===== config.mk =====
export PLATFORM = sky130hd
export DESIGN_NAME = fp_compare_pipe
export DESIGN_NICKNAME = d
export VERILOG_FILES = /design/src/rtl/fp_pkg.sv /design/src/rtl/fp_mag_key.sv /design/src/rtl/fp_compare_pipe.sv
export SDC_FILE = /design/constraint.sdc
export NUM_CORES = 1
export LEC_CHECK = 0
export CORE_MARGIN = 3
export CORE_UTILIZATION = 39
export CTS_BUF_LIST = sky130_fd_sc_hd__clkbuf_4 sky130_fd_sc_hd__clkbuf_8 sky130_fd_sc_hd__clkbuf_16
export DETAILED_ROUTE_END_ITERATION = 12
export HOLD_SLACK_MARGIN = 0.05
export PLACE_DENSITY = 0.66
export REMOVE_ABC_BUFFERS = 1
export SLEW_MARGIN = 20
export SYNTH_ARGS = -nofsm -noshare
export SYNTH_HDL_FRONTEND = slang
export SYNTH_HIERARCHICAL = 1
export SYNTH_SLANG_ARGS = --single-unit

===== constraint.sdc =====
create_clock -name clk -period 2.5 [get_ports clk]
set_input_delay 0.375 -clock clk [delete_from_list [all_inputs] [get_ports clk]]
set_output_delay 0.375 -clock clk [all_outputs]
set_load 0.005 [all_outputs]

===== src/rtl/fp_pkg.sv =====
`default_nettype none
// +----------------------------------------------------------------------------+
// | Package     : fp_pkg                                                       |
// | Description : Shared constants and helpers for FloPoCo-format floats.      |
// |               Operand layout (MSB..LSB): exc[1:0], sign, exp[WE-1:0],      |
// |               frac[WF-1:0]. Field positions and canonical encodings are    |
// |               functions of WE/WF so every parametrisation shares one       |
// |               definition.                                                  |
// | Revision    : 1.0  initial release                                         |
// +----------------------------------------------------------------------------+
package fp_pkg;

   // Exception field encodings
   localparam logic [1:0] EXC_ZERO = 2'b00;
   localparam logic [1:0] EXC_NORM = 2'b01;
   localparam logic [1:0] EXC_INF  = 2'b10;
   localparam logic [1:0] EXC_NAN  = 2'b11;

   // Comparison predicates; 3'b110 and 3'b111 are reserved and yield 0
   localparam logic [2:0] CMP_GT = 3'b000;
   localparam logic [2:0] CMP_GE = 3'b001;
   localparam logic [2:0] CMP_LT = 3'b010;
   localparam logic [2:0] CMP_LE = 3'b011;
   localparam logic [2:0] CMP_EQ = 3'b100;
   localparam logic [2:0] CMP_NE = 3'b101;

   // Widest operand the canonical-value constructors can build
   localparam int MAX_W = 64;

   function automatic int fp_width(input int we, input int wf);
      return we + wf + 3;
   endfunction

   // LSB of the 2-bit exception field
   function automatic int exc_lsb(input int we, input int wf);
      return we + wf + 1;
   endfunction

   function automatic int sign_pos(input int we, input int wf);
      return we + wf;
   endfunction

   // LSB of the exponent field (the fraction occupies [wf-1:0])
   function automatic int exp_lsb(input int we, input int wf);
      return wf + 0 * we;
   endfunction

   // Canonical NaN: exception 11, sign/exp/frac all zero
   function automatic logic [MAX_W-1:0] canon_nan(input int we, input int wf);
      logic [MAX_W-1:0] v;
      v = '0;
      v[exc_lsb(we, wf) +: 2] = EXC_NAN;
      return v;
   endfunction

   // Canonical signed zero: exception 00, exp/frac zero, requested sign
   function automatic logic [MAX_W-1:0] canon_zero(input int we, input int wf, input logic neg);
      logic [MAX_W-1:0] v;
      v = '0;
      v[exc_lsb(we, wf) +: 2] = EXC_ZERO;
      v[sign_pos(we, wf)]     = neg;
      return v;
   endfunction

endpackage
`default_nettype wire


===== src/rtl/fp_mag_key.sv =====
`default_nettype none
// +----------------------------------------------------------------------------+
// | Module      : fp_mag_key                                                   |
// | Description : Combinational magnitude key {exc, exp, frac}. Exponent and   |
// |               fraction are zeroed for zero and infinity so that any junk   |
// |               payload in those encodings cannot affect ordering; the key   |
// |               then orders magnitudes with a plain unsigned compare.        |
// | Ports       : exc  [1:0]       exception field                            |
// |               expo [WE-1:0]    exponent field                             |
// |               frac [WF-1:0]    fraction field                             |
// |               key  [WE+WF+1:0] magnitude key                              |
// | Revision    : 1.0  initial release                                         |
// +----------------------------------------------------------------------------+
module fp_mag_key
   import fp_pkg::*;
#(
   parameter int WE = 11,
   parameter int WF = 17
) (
   input  logic [1:0]       exc,
   input  logic [WE-1:0]    expo,
   input  logic [WF-1:0]    frac,
   output logic [WE+WF+1:0] key
);

   logic keep_fields;

   always_comb begin
      // Zero and infinity carry no magnitude information in exp/frac.
      keep_fields = !((exc == EXC_ZERO) || (exc == EXC_INF));
      key         = {exc,
                     keep_fields ? expo : {WE{1'b0}},
                     keep_fields ? frac : {WF{1'b0}}};
   end

endmodule
`default_nettype wire


===== src/rtl/fp_compare_pipe.sv =====
`default_nettype none
// +----------------------------------------------------------------------------+
// | Module      : fp_compare_pipe                                              |
// | Description : Two-stage pipelined comparator for FloPoCo floats. Produces  |
// |               lt/eq/gt/unordered, a mode-selected predicate and min/max of |
// |               the operands. No subtractor: ordering comes from an unsigned |
// |               compare of magnitude keys plus sign resolution.              |
// | Ports       : clk, rst (sync, active high), ce (global pipeline enable)    |
// |               in_valid, inA, inB, mode[2:0], tag_in[TW-1:0]  -> stage 1    |
// |               out_valid, result, lt, eq, gt, unordered,                    |
// |               max_out, min_out, tag_out[TW-1:0]              <- stage 2    |
// | Revision    : 1.0  initial release                                         |
// +----------------------------------------------------------------------------+
module fp_compare_pipe
   import fp_pkg::*;
#(
   parameter int WE = 11,
   parameter int WF = 17,
   parameter int TW = 4
) (
   input  logic             clk,
   input  logic             rst,
   input  logic             ce,
   input  logic             in_valid,
   input  logic [WE+WF+2:0] inA,
   input  logic [WE+WF+2:0] inB,
   input  logic [2:0]       mode,
   input  logic [TW-1:0]    tag_in,
   output logic             out_valid,
   output logic             result,
   output logic             lt,
   output logic             eq,
   output logic             gt,
   output logic             unordered,
   output logic [WE+WF+2:0] max_out,
   output logic [WE+WF+2:0] min_out,
   output logic [TW-1:0]    tag_out
);

   localparam int W        = fp_width(WE, WF);
   localparam int KW       = WE + WF + 2;
   localparam int EXC_LSB  = exc_lsb(WE, WF);
   localparam int SIGN_BIT = sign_pos(WE, WF);
   localparam int EXP_LSB  = exp_lsb(WE, WF);

   localparam logic [W-1:0] NAN_C      = W'(canon_nan(WE, WF));
   localparam logic [W-1:0] ZERO_POS_C = W'(canon_zero(WE, WF, 1'b0));
   localparam logic [W-1:0] ZERO_NEG_C = W'(canon_zero(WE, WF, 1'b1));

   // ---------------------------------------------------------------- stage 1
   logic [1:0]    exc_a;
   logic [1:0]    exc_b;
   logic [KW-1:0] key_a;
   logic [KW-1:0] key_b;

   assign exc_a = inA[EXC_LSB +: 2];
   assign exc_b = inB[EXC_LSB +: 2];

   fp_mag_key #(.WE(WE), .WF(WF)) u_key_a (
      .exc  (exc_a),
      .expo (inA[EXP_LSB +: WE]),
      .frac (inA[WF-1:0]),
      .key  (key_a)
   );

   fp_mag_key #(.WE(WE), .WF(WF)) u_key_b (
      .exc  (exc_b),
      .expo (inB[EXP_LSB +: WE]),
      .frac (inB[WF-1:0]),
      .key  (key_b)
   );

   logic          s1_valid;
   logic          s1_kmag_eq;
   logic          s1_kmag_gt;
   logic          s1_sign_a;
   logic          s1_sign_b;
   logic          s1_nan_a;
   logic          s1_nan_b;
   logic          s1_both_zero;
   logic [2:0]    s1_mode;
   logic [TW-1:0] s1_tag;
   logic [W-1:0]  s1_a;
   logic [W-1:0]  s1_b;

   always_ff @(posedge clk) begin
      if (rst) begin
         s1_valid     <= 1'b0;
         s1_kmag_eq   <= 1'b0;
         s1_kmag_gt   <= 1'b0;
         s1_sign_a    <= 1'b0;
         s1_sign_b    <= 1'b0;
         s1_nan_a     <= 1'b0;
         s1_nan_b     <= 1'b0;
         s1_both_zero <= 1'b0;
         s1_mode      <= 3'b000;
         s1_tag       <= '0;
         s1_a         <= '0;
         s1_b         <= '0;
      end else if (ce) begin
         s1_valid     <= in_valid;
         s1_kmag_eq   <= (key_a == key_b);
         s1_kmag_gt   <= (key_a > key_b);
         s1_sign_a    <= inA[SIGN_BIT];
         s1_sign_b    <= inB[SIGN_BIT];
         s1_nan_a     <= (exc_a == EXC_NAN);
         s1_nan_b     <= (exc_b == EXC_NAN);
         s1_both_zero <= (exc_a == EXC_ZERO) && (exc_b == EXC_ZERO);
         s1_mode      <= mode;
         s1_tag       <= tag_in;
         s1_a         <= inA;
         s1_b         <= inB;
      end
   end

   // ------------------------------------------------- stage 2 combinational
   logic         cmp_unord;
   logic         cmp_eq;
   logic         cmp_gt;
   logic         cmp_lt;
   logic         cmp_result;
   logic [W-1:0] sel_max;
   logic [W-1:0] sel_min;

   always_comb begin
      cmp_unord = s1_nan_a | s1_nan_b;

      // Signed zeros compare equal whatever their sign bits.
      cmp_eq = !cmp_unord &
               (s1_both_zero | (s1_kmag_eq & (s1_sign_a == s1_sign_b)));

      // Positive beats negative; among negatives the smaller magnitude wins.
      cmp_gt = !cmp_unord & !cmp_eq &
               ((!s1_sign_a &  s1_sign_b) |
                (!s1_sign_a & !s1_sign_b &  s1_kmag_gt) |
                ( s1_sign_a &  s1_sign_b & !s1_kmag_gt & !s1_kmag_eq));

      cmp_lt = !cmp_unord & !cmp_eq & !cmp_gt;

      case (s1_mode)
         CMP_GT:  cmp_result = cmp_gt;
         CMP_GE:  cmp_result = cmp_gt | cmp_eq;
         CMP_LT:  cmp_result = cmp_lt;
         CMP_LE:  cmp_result = cmp_lt | cmp_eq;
         CMP_EQ:  cmp_result = cmp_eq;
         CMP_NE:  cmp_result = !cmp_eq;
         default: cmp_result = 1'b0;
      endcase

      sel_max = s1_a;
      sel_min = s1_a;
      if (s1_nan_a && s1_nan_b) begin
         sel_max = NAN_C;
         sel_min = NAN_C;
      end else if (s1_nan_a) begin
         // A single NaN is ignored so that slab min/max keep the real bound.
         sel_max = s1_b;
         sel_min = s1_b;
      end else if (s1_nan_b) begin
         sel_max = s1_a;
         sel_min = s1_a;
      end else if (cmp_eq && s1_both_zero) begin
         sel_max = ZERO_POS_C;
         sel_min = ZERO_NEG_C;
      end else if (cmp_eq) begin
         sel_max = s1_a;
         sel_min = s1_a;
      end else if (cmp_gt) begin
         sel_max = s1_a;
         sel_min = s1_b;
      end else begin
         sel_max = s1_b;
         sel_min = s1_a;
      end
   end

   // ---------------------------------------------------------------- stage 2
   always_ff @(posedge clk) begin
      if (rst) begin
         out_valid <= 1'b0;
         result    <= 1'b0;
         lt        <= 1'b0;
         eq        <= 1'b0;
         gt        <= 1'b0;
         unordered <= 1'b0;
         max_out   <= '0;
         min_out   <= '0;
         tag_out   <= '0;
      end else if (ce) begin
         out_valid <= s1_valid;
         result    <= cmp_result;
         lt        <= cmp_lt;
         eq        <= cmp_eq;
         gt        <= cmp_gt;
         unordered <= cmp_unord;
         max_out   <= sel_max;
         min_out   <= sel_min;
         tag_out   <= s1_tag;
      end
   end

endmodule
`default_nettype wire

==> results of run 1 <==
## stage by stage
step | hold WS (ps) | util
after global placement | 436 | 0.493
final | 359 | 0.533
after global routing | 377 | 0.533
after detailed placement | 441 | 0.493
after CTS | 349 | 0.529
after floorplan | 444 | -
## area by class of cell
class | count | area [um2]
fill | 1709 | 8530
multi-input combinational | 573 | 3960
sequential | 147 | 2940
timing repair buffer | 168 | 1720
clock buffer | 19 | 447
tap | 229 | 287
clock inverter | 13 | 206
inverter | 47 | 176
## cells by family after synthesis
family,after synthesis,share of synthesized area
AND/OR/NAND/NOR,271,0.184
flip-flops,147,0.399
XOR/XNOR,1,0.00119
multiplexers,130,0.177
adder cells (fa/ha/maj),33,0.0560
AO/OA/AOI/OAI,138,0.116
buffers and inverters,102,0.0662
## power breakdown
| group | internal, mW | switching (mW) |
|---|---|---|
| logic | 0.545 | 0.493 |
| clock network | 1.81 | 1.00 |
| registers | 2.47 | 0.0909 |
## timing repair
| item | 4_1_cts | 5_1_grt |
|---|---|---|
| hold endpoints to repair | 0 | 0 |
| setup buffers | 0 | 2 |
| gates resized for setup | 0 | 2 |
| endpoints found under the setup margin | 0 | 21 |
## cells in the mapped netlist (2+ instances only)
master / instances
a211oi_2: 2
buf_6: 7
o32ai_1: 2
a22o_1: 8
a2111oi_0: 4
a21o_1: 8
a311oi_1: 3
nand2b_1: 3
o22ai_1: 2
nor4_1: 6
and3_2: 3
mux2i_1: 130
dfxtp_1: 147
o21ai_0: 37
o21ai_1: 20
and2_2: 44
o21a_1: 2
buf_1: 6
nand2_1: 66
nand4_1: 7
nor2_1: 101
clkbuf_1: 29
ha_1: 33
and3_1: 2
and2_1: 12
o31ai_1: 2
a211oi_1: 2
a21oi_2: 2
buf_4: 5
nor3b_1: 4
a21oi_1: 38
nand3_1: 13
inv_1: 47
buf_2: 6
## layer usage
layer,vias to the layer above,track usage
met5,-,0
met4,0,0.0565
met3,19,0.0466
met2,147,0.308
met1,2804,0.266
li1,3069,-
## worst paths after layout
path	from	to	slack, ps	cells past startpoint
hold / removal	rst	min_out[29]	360	4
hold reg to reg	max_out[15]	max_out[15]	450	2
setup / recovery	s1_a[28]	max_out[2]	210	8
setup reg to reg	s1_a[28]	max_out[2]	210	8
## worst reg2reg max path: stages (launching register included)
cell,delay (ps)
dfxtp_1,380
inv_1,100
ha_1,280
and2b_2,240
o41ai_4,310
buf_6,280
nor3b_1,80
a2111oi_1,390
nor4_1,90
## state kept, by name, indices dropped and copies added, names as in the netlist, 3 cells and up
register / cells
s1_tag: 4
min_out: 31
s1_mode: 3
tag_out: 4
max_out: 31
s1_a: 31
s1_b: 31
==> flow_summary.toml, run 1 <==
[synth]
yosysSeqAreaShare = 0.399
synth_edf_count = 0
ys_ff_latch = 147
synth.cell_area_um2 = 7370
async_flop_share = 0
synth_top_cell_by_area = "dfxtp_1"
synth.distinct_cells = 53
synthFlopType = "dfxtp_1"
synthCells = 822
syn_avg_cell_area_um2 = 8.96
synthTopCellsByArea = "dfxtp_1 (40%), mux2i_1 (18%), ha_1 (5.6%)"
yosysTopAreaCellShare = 0.399
ys_warn_count = 6

[timing]
maxSlewViolCount = 0
min_period_ps = 2290
fin_tns_setup_ps = 0
worst-slew-pin-transition_ps = 654
slew-limit-headroom = 0.564
fin_worst_skew_ps = 7.75
post-route-period-util = 0.916
hold_viol_final = 0
fin_ws_ps = 210
setup_viol = 0
rsz0062_at_grt = "no"
max_freq_ghz = 0.437

[finish]
final_cell_mix = "dfxtp_1 (147), clkdlybuf4s50_1 (142), mux2i_1 (130)"
final_area_um2 = 9740
final_nets = 1060
final_cell_count_no_fill = 1196
num_antenna_cells = 0
area_growth_pct = 32.1
layout-drive-gt1-share = 0.121
final_common_cell = "dfxtp_1"

[floorplan]
initial_utilization = 0.403
die_h_um = 143
die_area_um2 = 20600
rows = 49
core_area_um2 = 18300
ios = 145
die_w_um = 143

[setup_path]
cp-end-kind = "flip-flop"
worstSetupStartpointType = "flip-flop"
critPathBufInv = 2
critical-path-top-delay-family = "compound AO/OA/AOI/OAI gates"
cpMaxStageDelayCell = "a2111oi_1"
critPathArrivalTime_ps = 2570
worstPathMaxFanout = 17
worstSetupPathType = "flip-flop to flip-flop"
cp_cell_sequence = "inv_1 > ha_1 > and2b_2 > o41ai_4 > buf_6 > nor3b_1 > a2111oi_1 > nor4_1"
max_stage_delay_ps = 390
worst_ep_required_time_ps = 2780

[global_route]
grt_usage = 0.195
antenna_found_initial = 0
grt_overflow = 0
grt_max_degree = 98
grt_pass1_wl_mm = 31.6
grt_pass1_vias = 5920

[placed_design]
place_congestion = 0.809
port_buffers = 144
dp_hpwl_mm = 13.3
place_inst = 1161
dpl-instance-area_um2 = 9010
dpl_worst_slack_ps = -29.7

[pwr]
power.leakage_nw = 4.19
p_total_mw = 6.41
peakVddDrop_v = 0.000384
p_per_area_nw_per_um2 = 659

[routing]
drt-total-wl_mm = 19.6
route.met2.wl_mm = 8.90
drc_errors = 0
highest_layer = "met4"
drt-met1-wl_mm = 9.26
viasPerCell = 5.05
drt_iter0_drc = 298
met3WireLength_mm = 1.22
via_count = 6039
first_pass_iters = 4
wire_per_inst_um = 16.4
ant_nets = 0

[clocking]
cts_buffers = 17
cts_sinks = 147
cts_tree = "yes"
ctsLongestPathBuffers = 2
clock_latency_ps = 420
root_buffer = "clkbuf_16"
h-tree-depth = 4
ctsHoldBuffers = 0
clkSlewWorstSetupHoldPaths_ps = 60

[min_path]
hold_class = "primary input to flip-flop"

[job]
drv_cap = 0

[run_status]
outcome = "completed"
Power figures use the tool's default switching activity.
==> run 2: changes to the inputs <==
- REMOVE_ABC_BUFFERS: 1 -> default
==> run 2 against run 1 <==
Total power decreased by 3.8%. Via count up 1.0%. Critical path depth is the same. Sequential power about the same. Setup slack lost 66 ps. Utilization shrank 0.082 points. Sequential share of layout area about the same. Fmax is 2.8% lower. Global-route usage fell by 0.33 points.
==> flow_summary.toml, run 2 (synthesis gave the netlist of run 1 again) <==
[job]
drv_cap = 0

[routing]
first_pass_iters = 5
ant_nets = 0
drc_errors = 0
drt_iter0_drc = 318
via_count = 6100
viasPerCell = 5.07
drt-total-wl_mm = 19.3
wire_per_inst_um = 16.1

[pwr]
sw_frac_of_total = 0.259
p_total_mw = 6.17
p_seq_frac = 0.416
p_int_mw = 4.57
peakVddDrop_v = 0.000461
combPwrFrac = 0.167
p_per_area_nw_per_um2 = 635
p_switching_mw = 1.60
power.leakage_nw = 4.19
p_clk_frac = 0.417

[timing]
min_period_ps = 2360
whs_ps = 347
hold_viol_final = 0
setup_viol = 0
fin_tns_setup_ps = 0
max_freq_ghz = 0.424
post-route-period-util = 0.943
worst-slew-pin-transition_ps = 545
maxSlewViolCount = 0
slew-limit-headroom = 0.636
rsz0062_at_grt = "no"
fin_worst_skew_ps = 12.5

[setup_path]
worstPathMaxFanout = 17
cp-end-kind = "flip-flop"
r2r_slack_ps = 140
cp_cell_sequence = "inv_1 > ha_1 > and2b_2 > o41ai_4 > buf_6 > nor3b_1 > a2111oi_0 > nor4_1"
r2r_cells = 8
cpMaxStageDelayCell = "dfxtp_1"
reg2reg_to = "max_out[4]"
critPathBufInv = 2
critPathArrivalTime_ps = 2650
critical-path-top-delay-family = "compound AO/OA/AOI/OAI gates"
max_stage_delay_ps = 460
worst_ep_required_time_ps = 2800
worstSetupStartpointType = "flip-flop"
timing.rr.start = "s1_b[28]"
worstSetupPathType = "flip-flop to flip-flop"

[clocking]
clkSlewWorstSetupHoldPaths_ps = 60
cts_sinks = 147
ctsLongestPathBuffers = 2
cts_tree = "yes"
cts_buffers = 17
h-tree-depth = 4
root_buffer = "clkbuf_16"
clock_latency_ps = 430

[min_path]
min-delay-start = "rst"
hold_depth = 2
holdPathEnd = "s1_b[16]"
hold_class = "primary input to flip-flop"

[global_route]
grt_overflow = 0
grt_pass1_vias = 5916
grt_pass1_wl_mm = 31.0
grt_usage = 0.191
grt_max_degree = 71
antenna_found_initial = 1

[floorplan]
initial_utilization = 0.403
rows = 49
die_h_um = 143
die_w_um = 143
die_area_um2 = 20600
ios = 145
core_area_um2 = 18300

[finish]
final_cell_mix = "dfxtp_1 (147), clkdlybuf4s50_1 (142), mux2i_1 (130)"
layout-drive-gt1-share = 0.126
num_antenna_cells = 0
multi_input_area_um2 = 3960
fill_cells = 1719
final_nets = 1067
seqCellArea_um2 = 2940
final_common_cell = "dfxtp_1"
area_growth_pct = 31.9

[run_status]
outcome = "completed"

[placed_design]
port_buffers = 144
place_congestion = 0.846
dp_hpwl_mm = 13.7

[synth]
synthesis.nets = 928
## run 2: metrics by stage
| stage | instances | utilization | setup slack, ps | area, um2 |
|---|---|---|---|---|
| 6_report | 1202 | 0.532 | 144 | 9720 |
| 5_1_grt | 1202 | 0.532 | 6.98 | 9720 |
| 2_1_floorplan | 822 | - | 342 | 7370 |
| 4_1_cts | 1202 | 0.532 | 61.6 | 9720 |
| 3_5_place_dp | 1169 | 0.498 | -66.2 | 9090 |
| 3_3_place_gp | 1169 | 0.498 | -23.9 | 9090 |
## run 2: worst max path at each step
stage	startpoint	end	depth (start not counted)
6_report	s1_b[28]	max_out[4]	8
5_1_grt	s1_b[28]	max_out[4]	8
4_1_cts	s1_b[28]	max_out[4]	8
3_5_place_dp	inA[29]	s1_kmag_gt	10
3_3_place_gp	inB[29]	s1_kmag_gt	11
2_1_floorplan	s1_b[28]	max_out[16]	8
## run 2: cell type report
cell class                      instances  share of cell area
Clock inverter                         10              0.0129
Tap cell                              229              0.0295
Clock buffer                           21              0.0481
Inverter                               47              0.0181
Timing Repair Buffer                  175               0.181
Sequential cell                       147               0.303
Multi-Input combinational cell        573               0.408
## run 2: what timing repair did
action / CTS / global route
buffers inserted: 2 / 0
hold buffers: 0 / 0
endpoints found under the setup margin: 2 / 9
gates resized for setup: 0 / 2
pin swaps: 1 / 0
## run 2: power by group through the flow
stage	sequential (mW)	combinational [mW]	clock, mW
global route	2.58	1.14	2.72
floorplan	2.60	0.605	0
CTS	2.57	1.04	2.63
detailed placement	2.62	1.02	0
global placement	2.61	1.02	0
finish	2.57	1.03	2.57
## run 2: worst register-to-register path, delay by kind of cell, from the launching register on
kind	cells	cell delay, ps
fa+ha+maj	1	270
buf+inv	2	380
simple gates	3	410
flops	1	460
compound gates	2	710
## run 2: layer usage
| metal | vias to the layer above | GRT usage | wire [um] |
|---|---|---|---|
| li1 | 3098 | - | - |
| met1 | 2830 | 0.258 | 9250 |
| met2 | 140 | 0.303 | 8700 |
| met3 | 30 | 0.0483 | 1010 |
| met4 | 2 | 0.0590 | 338 |
| met5 | - | 0 | 17 |
